## src/rtl/snac_poll_pkg.sv

```systemverilog
// Shared types and rate-table constants for the SNAC controller poll scheduler.
package snac_poll_pkg;

  typedef enum logic [2:0] {
    IDLE,
    LATCH,
    GAP,
    SHIFT_LO,
    SHIFT_HI,
    DONE
  } state_t;

  localparam int NBITS = 16;
  localparam int PH_W  = 4;   // holds 2H-1 for the slowest rate
  localparam int FR_W  = 14;  // holds F-1 for the slowest rate

  localparam logic [3:0] LAST_BIT = 4'(NBITS - 1);

  // Half-bit time and frame period in microseconds, indexed by rate select.
  localparam int H_US [4] = '{6, 3, 2, 1};
  localparam int F_US [4] = '{16000, 8000, 4000, 2000};

  // Rate values above 3 alias to the fastest setting.
  function automatic logic [1:0] rate_sel(input logic [2:0] rate);
    return rate[2] ? 2'd3 : rate[1:0];
  endfunction

  function automatic logic [PH_W-1:0] half_ticks(input logic [1:0] sel);
    return PH_W'(H_US[sel] - 1);
  endfunction

  function automatic logic [PH_W-1:0] latch_ticks(input logic [1:0] sel);
    return PH_W'(2 * H_US[sel] - 1);
  endfunction

  function automatic logic [FR_W-1:0] frame_ticks(input logic [1:0] sel);
    return FR_W'(F_US[sel] - 1);
  endfunction

endpackage

```

## src/rtl/us_tick_gen.sv

```systemverilog
// Free-running 1 us tick prescaler; tick pulses for one i_clk cycle per microsecond.
module us_tick_gen #(
  parameter int MASTER_CLK_FREQ = 96_000_000
) (
  input  logic i_clk,
  input  logic i_rst_l,
  output logic tick
);

  localparam int TICK_DIV = MASTER_CLK_FREQ / 1_000_000;
  localparam int CW       = (TICK_DIV > 1) ? $clog2(TICK_DIV) : 1;
  localparam logic [CW-1:0] LAST = CW'(TICK_DIV - 1);

  logic [CW-1:0] cnt;

  // NOTE: sequential state uses non-blocking assignments so every flop samples pre-edge values.
  always_ff @(posedge i_clk or negedge i_rst_l) begin
    if (!i_rst_l)         cnt <= '0;
    else if (cnt == LAST) cnt <= '0;
    else                  cnt <= cnt + CW'(1);
  end

  assign tick = (cnt == LAST);

endmodule

```

## src/rtl/snac_poll_scheduler.sv

```systemverilog
// Generates SNES latch/clock waveforms for two SNAC controllers and publishes
// both players' 16-bit button words atomically once per frame.
module snac_poll_scheduler
  import snac_poll_pkg::*;
#(
  parameter int MASTER_CLK_FREQ = 96_000_000
) (
  input  logic        i_clk,
  input  logic        i_rst_l,
  input  logic        i_ena,
  input  logic [2:0]  i_rate,
  input  logic        i_p1_data,
  input  logic        i_p2_data,
  output logic        o_latch,
  output logic        o_sclk,
  output logic [15:0] o_p1_btn,
  output logic [15:0] o_p2_btn,
  output logic        o_busy,
  output logic        o_stb
);

  logic tick;

  us_tick_gen #(.MASTER_CLK_FREQ(MASTER_CLK_FREQ)) u_tick (
    .i_clk   (i_clk),
    .i_rst_l (i_rst_l),
    .tick    (tick)
  );

  state_t            state, state_nxt;
  logic [1:0]        rate_q;
  logic [PH_W-1:0]   ph_cnt;
  logic [FR_W-1:0]   frame_cnt;
  logic [3:0]        bit_idx;
  logic [NBITS-1:0]  sh1, sh2;
  logic [1:0]        p1_sync, p2_sync;
  logic              ph_end;
  logic [1:0]        rate_new;

  assign ph_end   = tick && (ph_cnt == '0);
  assign rate_new = rate_sel(i_rate);

  // Idle level of an open-drain pad is high (released), so synchronizers reset to 1.
  always_ff @(posedge i_clk or negedge i_rst_l) begin
    if (!i_rst_l) begin
      p1_sync <= 2'b11;
      p2_sync <= 2'b11;
    end else begin
      p1_sync <= {p1_sync[0], i_p1_data};
      p2_sync <= {p2_sync[0], i_p2_data};
    end
  end

  // NOTE: every variable written here is defaulted first so no latch is inferred.
  always_comb begin
    state_nxt = state;
    case (state)
      IDLE:     if (i_ena && tick && frame_cnt == '0) state_nxt = LATCH;
      LATCH:    if (ph_end) state_nxt = GAP;
      GAP:      if (ph_end) state_nxt = SHIFT_LO;
      SHIFT_LO: if (ph_end) state_nxt = SHIFT_HI;
      SHIFT_HI: if (ph_end) state_nxt = (bit_idx == LAST_BIT) ? DONE : SHIFT_LO;
      DONE:     state_nxt = IDLE;
      default:  state_nxt = IDLE;
    endcase
  end

  // Pin-facing outputs are registered from the next state so they never glitch.
  always_ff @(posedge i_clk or negedge i_rst_l) begin
    if (!i_rst_l) begin
      state   <= IDLE;
      o_latch <= 1'b0;
      o_sclk  <= 1'b1;
      o_busy  <= 1'b0;
      o_stb   <= 1'b0;
    end else begin
      state   <= state_nxt;
      o_latch <= (state_nxt == LATCH);
      o_sclk  <= (state_nxt != SHIFT_LO);
      o_busy  <= (state_nxt != IDLE);
      o_stb   <= (state_nxt == DONE);
    end
  end

  always_ff @(posedge i_clk or negedge i_rst_l) begin
    if (!i_rst_l) begin
      rate_q    <= '0;
      ph_cnt    <= '0;
      frame_cnt <= '0;
      bit_idx   <= '0;
      sh1       <= '0;
      sh2       <= '0;
      o_p1_btn  <= '0;
      o_p2_btn  <= '0;
    end else begin
      if (tick && ph_cnt != '0)    ph_cnt    <= ph_cnt - PH_W'(1);
      // Saturating at zero keeps an expiry pending until the FSM is back in IDLE.
      if (tick && frame_cnt != '0) frame_cnt <= frame_cnt - FR_W'(1);

      case (state)
        IDLE: begin
          if (!i_ena) begin
            frame_cnt <= '0;
          end else if (state_nxt == LATCH) begin
            rate_q    <= rate_new;
            ph_cnt    <= latch_ticks(rate_new);
            frame_cnt <= frame_ticks(rate_new);
          end
        end
        LATCH, SHIFT_LO: begin
          if (ph_end) ph_cnt <= half_ticks(rate_q);
        end
        GAP: begin
          if (ph_end) begin
            sh1[0]  <= p1_sync[1];
            sh2[0]  <= p2_sync[1];
            bit_idx <= 4'd1;
            ph_cnt  <= half_ticks(rate_q);
          end
        end
        SHIFT_HI: begin
          if (ph_end) begin
            sh1[bit_idx] <= p1_sync[1];
            sh2[bit_idx] <= p2_sync[1];
            bit_idx      <= bit_idx + 4'd1;
            ph_cnt       <= half_ticks(rate_q);
            // Publish on DONE entry, folding in the final bit sampled this cycle.
            if (bit_idx == LAST_BIT) begin
              o_p1_btn <= ~{p1_sync[1], sh1[NBITS-2:0]};
              o_p2_btn <= ~{p2_sync[1], sh2[NBITS-2:0]};
            end
          end
        end
        default: ;
      endcase
    end
  end

endmodule

```

## config.mk

```make
export PLATFORM = sky130hd
export DESIGN_NAME = snac_poll_scheduler
export DESIGN_NICKNAME = d
export VERILOG_FILES = /design/src/rtl/snac_poll_pkg.sv /design/src/rtl/us_tick_gen.sv /design/src/rtl/snac_poll_scheduler.sv
export SDC_FILE = /design/constraint.sdc
export NUM_CORES = 1
export LEC_CHECK = 0
export BUFFER_PORTS_ARGS = -buffer_cell sky130_fd_sc_hd__clkbuf_2
export CAP_MARGIN = 10
export CORE_MARGIN = 3
export CORE_UTILIZATION = 25
export DETAILED_ROUTE_END_ITERATION = 8
export PLACE_DENSITY = 0.39
export SETUP_SLACK_MARGIN = 0.02
export SLEW_MARGIN = 20
export SYNTH_ARGS = -nofsm -noshare
export SYNTH_HDL_FRONTEND = slang
export SYNTH_SLANG_ARGS = --single-unit
```

## constraint.sdc

```tcl
create_clock -name i_clk -period 1.98 [get_ports i_clk]
set_input_delay 0.198 -clock i_clk [delete_from_list [all_inputs] [get_ports i_clk]]
set_output_delay 0.198 -clock i_clk [all_outputs]
set_load 0.005 [all_outputs]
```

==> impl_metrics.yaml, run 1 <==
run_status:
  status: "finished, violations left"
  violations: "setup timing"
synth:
  ys_ff_latch: 104
  synth_cell_types: 58
  syn_nets: 462
  yosys_warnings: 0
  synth-main-ff-cell: "dfrtp_1"
  synth_edf_count: 0
  synthCells: 443
  ys_seq_area_frac: 0.525
  synth-async-reset-ratio: 1.00
  synthesis.area_um2: 4970
  syn_area_per_cell_um2: 11.2
setup_path:
  crit_type: "register to register"
  path_delay_family: "simple AND/OR/NAND/NOR gates"
  cpMaxStageDelayCell: "dfrtp_1"
  crit_top_cell: "buf_6"
  cp_cell_sequence: "inv_2 -> ha_4 -> or3b_4 -> nor3_4 -> buf_6 -> nor3_2 -> o21ai_4 -> buf_12 -> buf_6 -> buf_16 -> mux2i_1"
  required_ns: 2.27
  cp-start-kind: "register"
  max_stage_delay_ns: 0.39
  end_kind: "register"
  path_buf_inv: 5
  cp_max_fo: 6
  cp.arrival_ns: 2.46
placed_design:
  pre_cts_ws_ns: -0.204
  gp_congestion: 0.795
  dp_hpwl_mm: 8.65
  dp_cells: 795
  port_buffers: 43
routing:
  drt_iter0_markers: 188
  vias_per_cell: 4.42
  drtAntennaViolNets: 0
  vias: 3699
  first_pass_iters: 4
  drc: 0
  wire_per_inst_um: 14.7
  drt_wl_total_mm: 12.3
sta:
  rsz0062_at_grt: "true"
  worst_clock_skew_ns: 0.00651
  hold_viol_final: 0
  slew_headroom: 0.622
  period_needed_ns: 2.18
  fin_ws_ns: -0.199
  finalSetupViolations: 74
  tightest_slew_ns: 0.566
  holdWs_ns: 0.201
  period_share: 1.10
  max_clock_freq_ghz: 0.459
  final_max_slew_viol_count: 0
global_route:
  grt-ovfl-total: 0
  grt_pass1_wl_mm: 20.4
  grt_usage: 0.119
  grt_pass1_vias: 3867
  grt_max_degree: 42
  antenna_found_initial: 0
pwr:
  power_density_nw_per_um2: 628
  total_leakage_power_nw: 3.50
  power_mw: 4.35
  ir_drop_v: 0.000373
layout:
  antenna_cells: 0
  fin_util: 0.363
  nets: 590
  syn_to_final_growth_pct: 39.4
  register_area_um2: 2610
  fin_cells: 836
  nFillCells: 1931
  multi_input_area_um2: 2380
  drive_gt1_frac: 0.432
flow_run:
  max-cap-violations: 0
floorplan:
  start_util: 0.260
  die-area_um2: 21600
  die_w_um: 147
  core_area_um2: 19100
  die_y_um: 147
  rows: 50
  io_pins: 44
clock_network:
  cts.sink_count: 104
  cts_htree_levels: 3
  root_buffer: "clkbuf_16"
  clk_pin_slew_ns: 0.08
  cts_tree: "built"
  clockBufferDepth: 2
  clk_latency_ns: 0.36
  cts_buffers: 9
hold_path:
  hold_class: "input port to register"
==> registers in the layout, indices dropped and copies added, names as in the netlist, 3 cells and up <==
name and count:
frame_cnt 14, state 3, bit_idx 4, sh1 15, o_p2_btn 16, o_p1_btn 16
sh2 15, u_tick.cnt 7, ph_cnt 4
==> cell usage after synthesis, types with 5 or more instances <==
cell type / number / area (um^2)
nand2_1: 35 / 131
o21ai_0: 16 / 80.1
nor2_1: 17 / 63.8
ha_1: 11 / 138
a31oi_1: 5 / 31.3
mux2_2: 32 / 360
a21oi_1: 9 / 45.0
dfstp_2: 5 / 131
nand4_1: 9 / 56.3
xor2_1: 11 / 96.3
dfrtp_1: 99 / 2480
nand3_1: 18 / 90.1
nor3_1: 8 / 40.0
buf_2: 6 / 30.0
mux2i_1: 34 / 340
inv_1: 44 / 165
nor2b_1: 5 / 31.3
clkbuf_1: 7 / 26.3
==> tightest hold or removal path, delay by kind of cell <==
kind                   cells  cell delay (ns)
AND/OR/NAND/NOR            1             0.10
buffers and inverters      1             0.07
AO/OA/AOI/OAI              1             0.14
==> stage by stage <==
step | TNS, ns | area, um^2
CTS | -9.37 | 6730
detailed placement | -8.57 | 5950
global placement | -7.26 | 5950
finish | -8.71 | 6930
global route | -17.20 | 6930
floorplan | -8.62 | 4990
==> logic make-up (layout without fill, tap and decap cells) <==
family	after synthesis	after routing	synth area share
simple gates	127	127	0.144
compound gates	58	58	0.0788
mux	66	66	0.141
flops	104	104	0.525
fa+ha+maj	11	11	0.0277
buf+inv	63	196	0.0582
xor+xnor	14	14	0.0247
==> timing repair <==
action                                  in CTS  in global routing
gates cloned                                 3                  1
hold buffers                                 3                  0
endpoints found under the hold margin       25                  0
setup buffers                               14                  8
pin swaps                                   13                 29
endpoints found under the setup margin      86                 88
resized for setup                           64                 34
==> area by class of cell <==
type	count	area share
inverter	44	0.0238
timing repair buffer	136	0.160
clock inverter	7	0.0161
clock buffer	9	0.0325
tap	260	0.0470
sequential	104	0.377
multi-input combinational	276	0.343
==> path summary, 6_finish.rpt <==
check | from | end | slack (ns) | cells after the start
max | ph_cnt[0] | o_p1_btn[10] | -0.20 | 11
min | i_rate[1] | rate_q[1] | 0.20 | 3
max reg2reg | ph_cnt[0] | o_p1_btn[10] | -0.20 | 11
min reg2reg | p2_sync[0] | p2_sync[1] | 0.36 | 0
max in group asynchronous | i_rst_l | o_sclk | 1.08 | 3
min in group asynchronous | i_rst_l | sh2[2] | 0.29 | 2
==> layer usage <==
| layer | part of all wire | global-route usage | vias up |
|---|---|---|---|
| met5 | 0 | 0 | - |
| met4 | 0.014 | 0.0349 | 0 |
| met3 | 0.030 | 0.0327 | 16 |
| met2 | 0.48 | 0.195 | 44 |
| met1 | 0.48 | 0.155 | 1836 |
| li1 | - | - | 1803 |
==> cell usage in the layout (no fill, tap or decap), types with 5 or more instances in the layout <==
| cell type | instances |
|---|---|
| clkbuf_16 | 10 |
| nand4_1 | 9 |
| nor2_1 | 15 |
| inv_2 | 5 |
| nand3_1 | 13 |
| inv_1 | 39 |
| o21ai_0 | 10 |
| nand2_1 | 17 |
| clkbuf_2 | 42 |
| a21oi_1 | 8 |
| buf_4 | 67 |
| buf_6 | 16 |
| nor3_1 | 6 |
| xor2_1 | 11 |
| nand2_2 | 12 |
| nand2_4 | 6 |
| a31oi_1 | 5 |
| ha_1 | 8 |
| o21ai_1 | 7 |
| mux2i_1 | 33 |
| dfrtp_1 | 99 |
| mux2_2 | 28 |
| dfstp_2 | 5 |
==> where the power goes <==
| part | switching (mW) | leakage (nW) | internal [mW] |
|---|---|---|---|
| clock network | 0.903 | 0.166 | 1.14 |
| registers | 0.0251 | 1.19 | 2.14 |
| logic | 0.0824 | 2.15 | 0.0525 |
(Power assumes the default switching activity.)
==> run 2: changes to the inputs <==
--- a/config.mk
+++ b/config.mk
@@ -10,7 +10,7 @@
 export CORE_MARGIN = 3
 export CORE_UTILIZATION = 25
 export DETAILED_ROUTE_END_ITERATION = 8
-export PLACE_DENSITY = 0.39
+export PLACE_DENSITY = 0.38
 export SETUP_SLACK_MARGIN = 0.02
 export SLEW_MARGIN = 20
 export SYNTH_ARGS = -nofsm -noshare
==> constraint.sdc (replaced) <==
create_clock -name i_clk -period 2.4 [get_ports i_clk]
set_input_delay 0.24 -clock i_clk [delete_from_list [all_inputs] [get_ports i_clk]]
set_output_delay 0.24 -clock i_clk [all_outputs]
set_load 0.005 [all_outputs]
==> run 2 against run 1 <==
  * The flow now finishes without violations
  * Global-route usage fell by 0.59 points
  * Worst setup slack gained 0.33 ns
  * Via count is 5.6% lower
  * Utilization shrank 3.9 points
  * Wire length is 4.2% lower
  * Largest cell class unchanged
  * Sequential share of layout area up 4.6 points
  * Fmax fell by 3.9%
==> impl_metrics.yaml, run 2 (synthesis gave the netlist of run 1 again) <==
layout:
  reg.largest.list: "o_p1_btn x16, o_p2_btn x16"
  layout_common_cells: "99 x dfrtp_1, 43 x buf_4, 42 x inv_1, 42 x clkbuf_2, 35 x nand2_1"
  drive_gt1_frac: 0.311
  layout_commonest_cell: "dfrtp_1"
  nets: 547
  nFillCells: 1983
  multi_input_area_um2: 2110
  syn_to_final_growth_pct: 24.3
  fin_util: 0.324
  register_area_um2: 2610
  antenna_cells: 0
setup_path:
  cp-start-kind: "register"
  path_delay_family: "simple AND/OR/NAND/NOR gates"
  worstRegToRegCells: 10
  startpoint: "ph_cnt[0]"
  path_buf_inv: 4
  cp.arrival_ns: 2.50
  cp_cell_sequence: "inv_2 -> ha_4 -> or3b_4 -> nor3_4 -> buf_6 -> buf_4 -> buf_4 -> nand2_1 -> o2bb2ai_2 -> or3_1"
  end_kind: "register"
  rrSetupSlack_ns: 0.13
  cp_max_fo: 6
  crit_type: "register to register"
  required_ns: 2.63
  max_stage_delay_ns: 0.40
  r2r-end: "o_busy"
  crit_top_cell: "buf_4"
  cpMaxStageDelayCell: "dfrtp_1"
  rr_startpoint: "ph_cnt[0]"
clock_network:
  clk_pin_slew_ns: 0.07
  cts_htree_levels: 3
  clockBufferDepth: 2
  cts.sink_count: 104
  cts_tree: "built"
  cts_buffers: 9
  root_buffer: "clkbuf_16"
  clk_latency_ns: 0.35
floorplan:
  die_y_um: 147
  start_util: 0.260
  io_pins: 44
  die_w_um: 147
  core_area_um2: 19100
  rows: 50
  die-area_um2: 21600
pwr:
  p_int_mw: 2.63
  combPwrFrac: 0.028
  power_density_nw_per_um2: 551
  ir_drop_v: 0.000315
  clockPowerShare: 0.446
  total_leakage_power_nw: 3.09
  power_frac_seq: 0.526
  p_sw_uw: 775
  swShare: 0.228
sta:
  final_max_slew_viol_count: 0
  max_clock_freq_ghz: 0.441
  tns_ns: 0
  fin_ws_ns: 0.133
  period_share: 0.945
  period_needed_ns: 2.27
  slew_headroom: 0.648
  worst_clock_skew_ns: 0.00639
  tightest_slew_ns: 0.529
  finalSetupViolations: 0
  hold_viol_final: 0
  rsz0062_at_grt: "false"
  holdWs_ns: 0.251
hold_path:
  min_to: "rate_q[1]"
  hold_path_depth: 3
  hold_class: "input port to register"
  min-delay-start: "i_rate[1]"
placed_design:
  gp_congestion: 0.829
  port_buffers: 43
  dp_hpwl_mm: 8.52
  pre_cts_ws_ns: 0.0367
routing:
  wire_per_inst_um: 14.8
  vias_per_cell: 4.40
  drc: 0
  first_pass_iters: 4
  drtAntennaViolNets: 0
  drt_iter0_markers: 155
  vias: 3492
  drt_wl_total_mm: 11.8
flow_run:
  max-cap-violations: 0
global_route:
  antenna_found_initial: 0
  grt_pass1_vias: 3748
  grt-ovfl-total: 0
  grt_max_degree: 41
  grt_pass1_wl_mm: 19.6
  grt_usage: 0.113
run_status:
  status: "finished, final reports clean"
-- run 2: power groups by stage --
stage / combinational (mW) / clock, mW / sequential, mW
floorplan: 0.0354 / 0 / 1.82
global placement: 0.0950 / 0 / 1.83
detailed placement: 0.0965 / 0 / 1.83
CTS: 0.101 / 1.59 / 1.79
global route: 0.112 / 1.65 / 1.79
finish: 0.0961 / 1.52 / 1.79
-- run 2: metal layers --
metal	global-route usage	up-vias	routed length, um
met5	0	-	0
met2	0.187	55	5670
met1	0.142	1719	5500
met3	0.0364	12	440
li1	-	1706	-
met4	0.0326	0	161
-- run 2: timing repair --
| action | CTS | global route |
|---|---|---|
| setup endpoints to repair | 0 | 64 |
| endpoints found under the hold margin | 39 | 0 |
| gates resized for setup | 0 | 14 |
| setup buffers | 0 | 11 |
| hold buffers | 3 | 0 |
-- run 2: layout make-up --
| type | instances | share of cell area |
|---|---|---|
| clock buffer | 10 | 0.0371 |
| inverter | 44 | 0.0267 |
| sequential | 104 | 0.422 |
| multi-input combinational | 276 | 0.342 |
| timing repair buffer | 93 | 0.107 |
| tap | 260 | 0.0527 |
| clock inverter | 6 | 0.0126 |
-- run 2: worst register-to-register path, stage by stage, from the launching register on --
cell and delay [ns]:
dfrtp_1 0.40, inv_2 0.09, ha_4 0.13, or3b_4 0.39, nor3_4 0.20, buf_6 0.15
buf_4 0.12, buf_4 0.11, nand2_1 0.06, o2bb2ai_2 0.14, or3_1 0.36
-- run 2: through the flow --
stage / area, um^2 / cells / power, mW
final: 6170 / 793 / 3.40
after CTS: 6010 / 781 / 3.48
after floorplan: 4970 / 443 / 1.85
after global placement: 5670 / 762 / 1.92
after global routing: 6170 / 793 / 3.56
after detailed placement: 5670 / 762 / 1.92
-- run 2: how the worst max path moves through the flow --
stage / end / slack (ns) / cells after the start
6_report: o_busy / 0.13 / 10
4_1_cts: sh1[14] / 0.03 / 8
3_3_place_gp: sh1[13] / 0.05 / 8
5_1_grt: o_busy / 0.03 / 10
3_5_place_dp: sh1[14] / 0.04 / 8
2_1_floorplan: o_busy / 0.22 / 8
==> run 3: changes to the inputs <==
--- a/config.mk
+++ b/config.mk
@@ -7,12 +7,12 @@
 export LEC_CHECK = 0
 export BUFFER_PORTS_ARGS = -buffer_cell sky130_fd_sc_hd__clkbuf_2
 export CAP_MARGIN = 10
+export CORE_ASPECT_RATIO = 1.5
 export CORE_MARGIN = 3
 export CORE_UTILIZATION = 25
 export DETAILED_ROUTE_END_ITERATION = 8
-export PLACE_DENSITY = 0.38
+export PLACE_DENSITY = 0.39
 export SETUP_SLACK_MARGIN = 0.02
-export SLEW_MARGIN = 20
 export SYNTH_ARGS = -nofsm -noshare
 export SYNTH_HDL_FRONTEND = slang
 export SYNTH_SLANG_ARGS = --single-unit
==> constraint.sdc (replaced) <==
create_clock -name i_clk -period 2 [get_ports i_clk]
set_input_delay 0.2 -clock i_clk [delete_from_list [all_inputs] [get_ports i_clk]]
set_output_delay 0.2 -clock i_clk [all_outputs]
set_load 0.005 [all_outputs]
==> run 3 against run 2 <==
  * The flow now finishes with violations (setup timing)
  * Via count is 4.8% higher
  * Flip-flop and latch count unchanged
  * Sequential power increased by 20%
  * Combinational power increased by 37%
  * Sequential share of layout area down 3.1 points
  * Clock skew grew 0.0031 ns
==> impl_metrics.yaml, run 3 (synthesis gave the netlist of run 1 again) <==
run_status:
  status: "finished, violations left"
  violations: "setup timing"
setup_path:
  worstRegToRegCells: 9
  startpoint: "ph_cnt[1]"
  rr_startpoint: "ph_cnt[1]"
  rrSetupSlack_ns: -0.12
  cp_cell_sequence: "inv_2 -> ha_4 -> or3b_4 -> nor3_4 -> buf_12 -> buf_6 -> and3_4 -> nand3_4 -> mux2_4"
  cp.arrival_ns: 2.36
  path_depth: 9
  cp-start-kind: "register"
  path_buf_inv: 3
  cpMaxStageDelayCell: "or3b_4"
  crit_type: "register to register"
  endpoint: "sh2[12]"
  cp_max_fo: 7
  max_stage_delay_ns: 0.40
  path_delay_family: "simple AND/OR/NAND/NOR gates"
  end_kind: "register"
  r2r-end: "sh2[12]"
  required_ns: 2.24
floorplan:
  core_area_um2: 19300
  rows: 62
  die_y_um: 179
  die_w_um: 121
  start_util: 0.257
  io_pins: 44
  die-area_um2: 21600
placed_design:
  placed_cell_area_um2: 5930
  pre_cts_ws_ns: -0.261
  dp_hpwl_mm: 8.81
  gp_congestion: 0.731
  port_buffers: 43
sta:
  period_needed_ns: 2.12
  period_share: 1.06
  tightest_slew_ns: 0.579
  slew_headroom: 0.614
  hold_viol_final: 0
  max_clock_freq_ghz: 0.471
  finalSetupViolations: 65
  fin_ws_ns: -0.122
  final_max_slew_viol_count: 0
  tns_ns: -4.67
  worst_clock_skew_ns: 0.00950
  rsz0062_at_grt: "true"
layout:
  drive_gt1_frac: 0.406
  layout_common_cells: "98 x dfrtp_1, 69 x buf_4, 42 x clkbuf_2, 39 x inv_1, 34 x mux2i_1"
  antenna_cells: 0
  nets: 581
  final_area_um2: 6670
  reg.largest.list: "o_p1_btn x16, o_p2_btn x16"
  syn_to_final_growth_pct: 34.2
  fin_util: 0.345
  layout_commonest_cell: "dfrtp_1"
pwr:
  power_mw: 4.06
  swShare: 0.241
  clockPowerShare: 0.438
  power_frac_seq: 0.529
  p_int_mw: 3.08
  ir_drop_v: 0.000329
  total_leakage_power_nw: 3.33
  combPwrFrac: 0.033
  p_sw_uw: 976
  power_density_nw_per_um2: 609
routing:
  vias_per_cell: 4.44
  drt_wl_total_mm: 12.6
  wire_per_inst_um: 15.3
  drt_iter0_markers: 152
  vias: 3658
  drtAntennaViolNets: 0
  first_pass_iters: 6
  drc: 0
global_route:
  grt_max_degree: 105
  antenna_found_initial: 0
  top_usage_layer: "met2"
  grt_pass1_vias: 3913
  grt.met3_usage: 0.0209
  gr-usage-met2: 0.236
  grt_pass1_wl_mm: 20.5
  grtUsageMet1: 0.133
  grt-ovfl-total: 0
  grt_usage: 0.123
hold_path:
  hold_path_depth: 3
  hold_class: "input port to register"
clock_network:
  clk_latency_ns: 0.36
  clockBufferDepth: 2
  cts_htree_levels: 3
  root_buffer: "clkbuf_16"
  cts_tree: "built"
  cts_buffers: 9
  cts.sink_count: 104
  clk_pin_slew_ns: 0.08
flow_run:
  max-cap-violations: 0
## run 3: tightest hold or removal path, stage by stage
cell and delay, ns:
clkbuf_2 0.16, nand2_1 0.08, o21ai_0 0.06
## run 3: stage by stage
step                std cells  hold WS (ns)
floorplan                 443       -0.0956
global placement          788         0.290
detailed placement        788         0.292
CTS                       820         0.179
global route              823         0.202
finish                    823         0.190
## run 3: area by class of cell
type	count	area, um^2
Fill cell	1979	12700
Sequential cell	104	2610
Multi-Input combinational cell	276	2290
Timing Repair Buffer	127	980
Tap cell	256	320
Clock buffer	10	239
Inverter	44	165
Clock inverter	6	60.1
## run 3: timing repair
action,CTS,global route
setup buffers,11,5
endpoints found under the hold margin,101,0
cloned,3,0
pin swaps,12,10
hold buffers,3,0
gates resized for setup,43,17
endpoints found under the setup margin,79,91
## run 3: worst min path at each step
stage | to | start | slack, ns
4_1_cts | rate_q[0] | i_ena | 0.18
6_report | rate_q[0] | i_ena | 0.19
2_1_floorplan | bit_idx[0] | i_rst_l | -0.1
3_3_place_gp | p1_sync[0] | i_p1_data | 0.29
5_1_grt | ph_cnt[1] | i_rate[0] | 0.20
3_5_place_dp | p2_sync[0] | i_p2_data | 0.29
## run 3: per-layer routing
| layer | part of all wire | vias up |
|---|---|---|
| met5 | 0 | - |
| met1 | 0.39 | 1815 |
| met2 | 0.56 | 53 |
| met3 | 0.027 | 13 |
| li1 | - | 1777 |
| met4 | 0.017 | 0 |
## run 3: power by group through the flow
stage / sequential, mW / clock, mW / combinational (mW)
final: 2.15 / 1.78 / 0.132
after global routing: 2.15 / 1.93 / 0.150
after CTS: 2.15 / 1.85 / 0.129
after detailed placement: 2.19 / 0 / 0.121
after global placement: 2.19 / 0 / 0.119
after floorplan: 2.18 / 0 / 0.0428
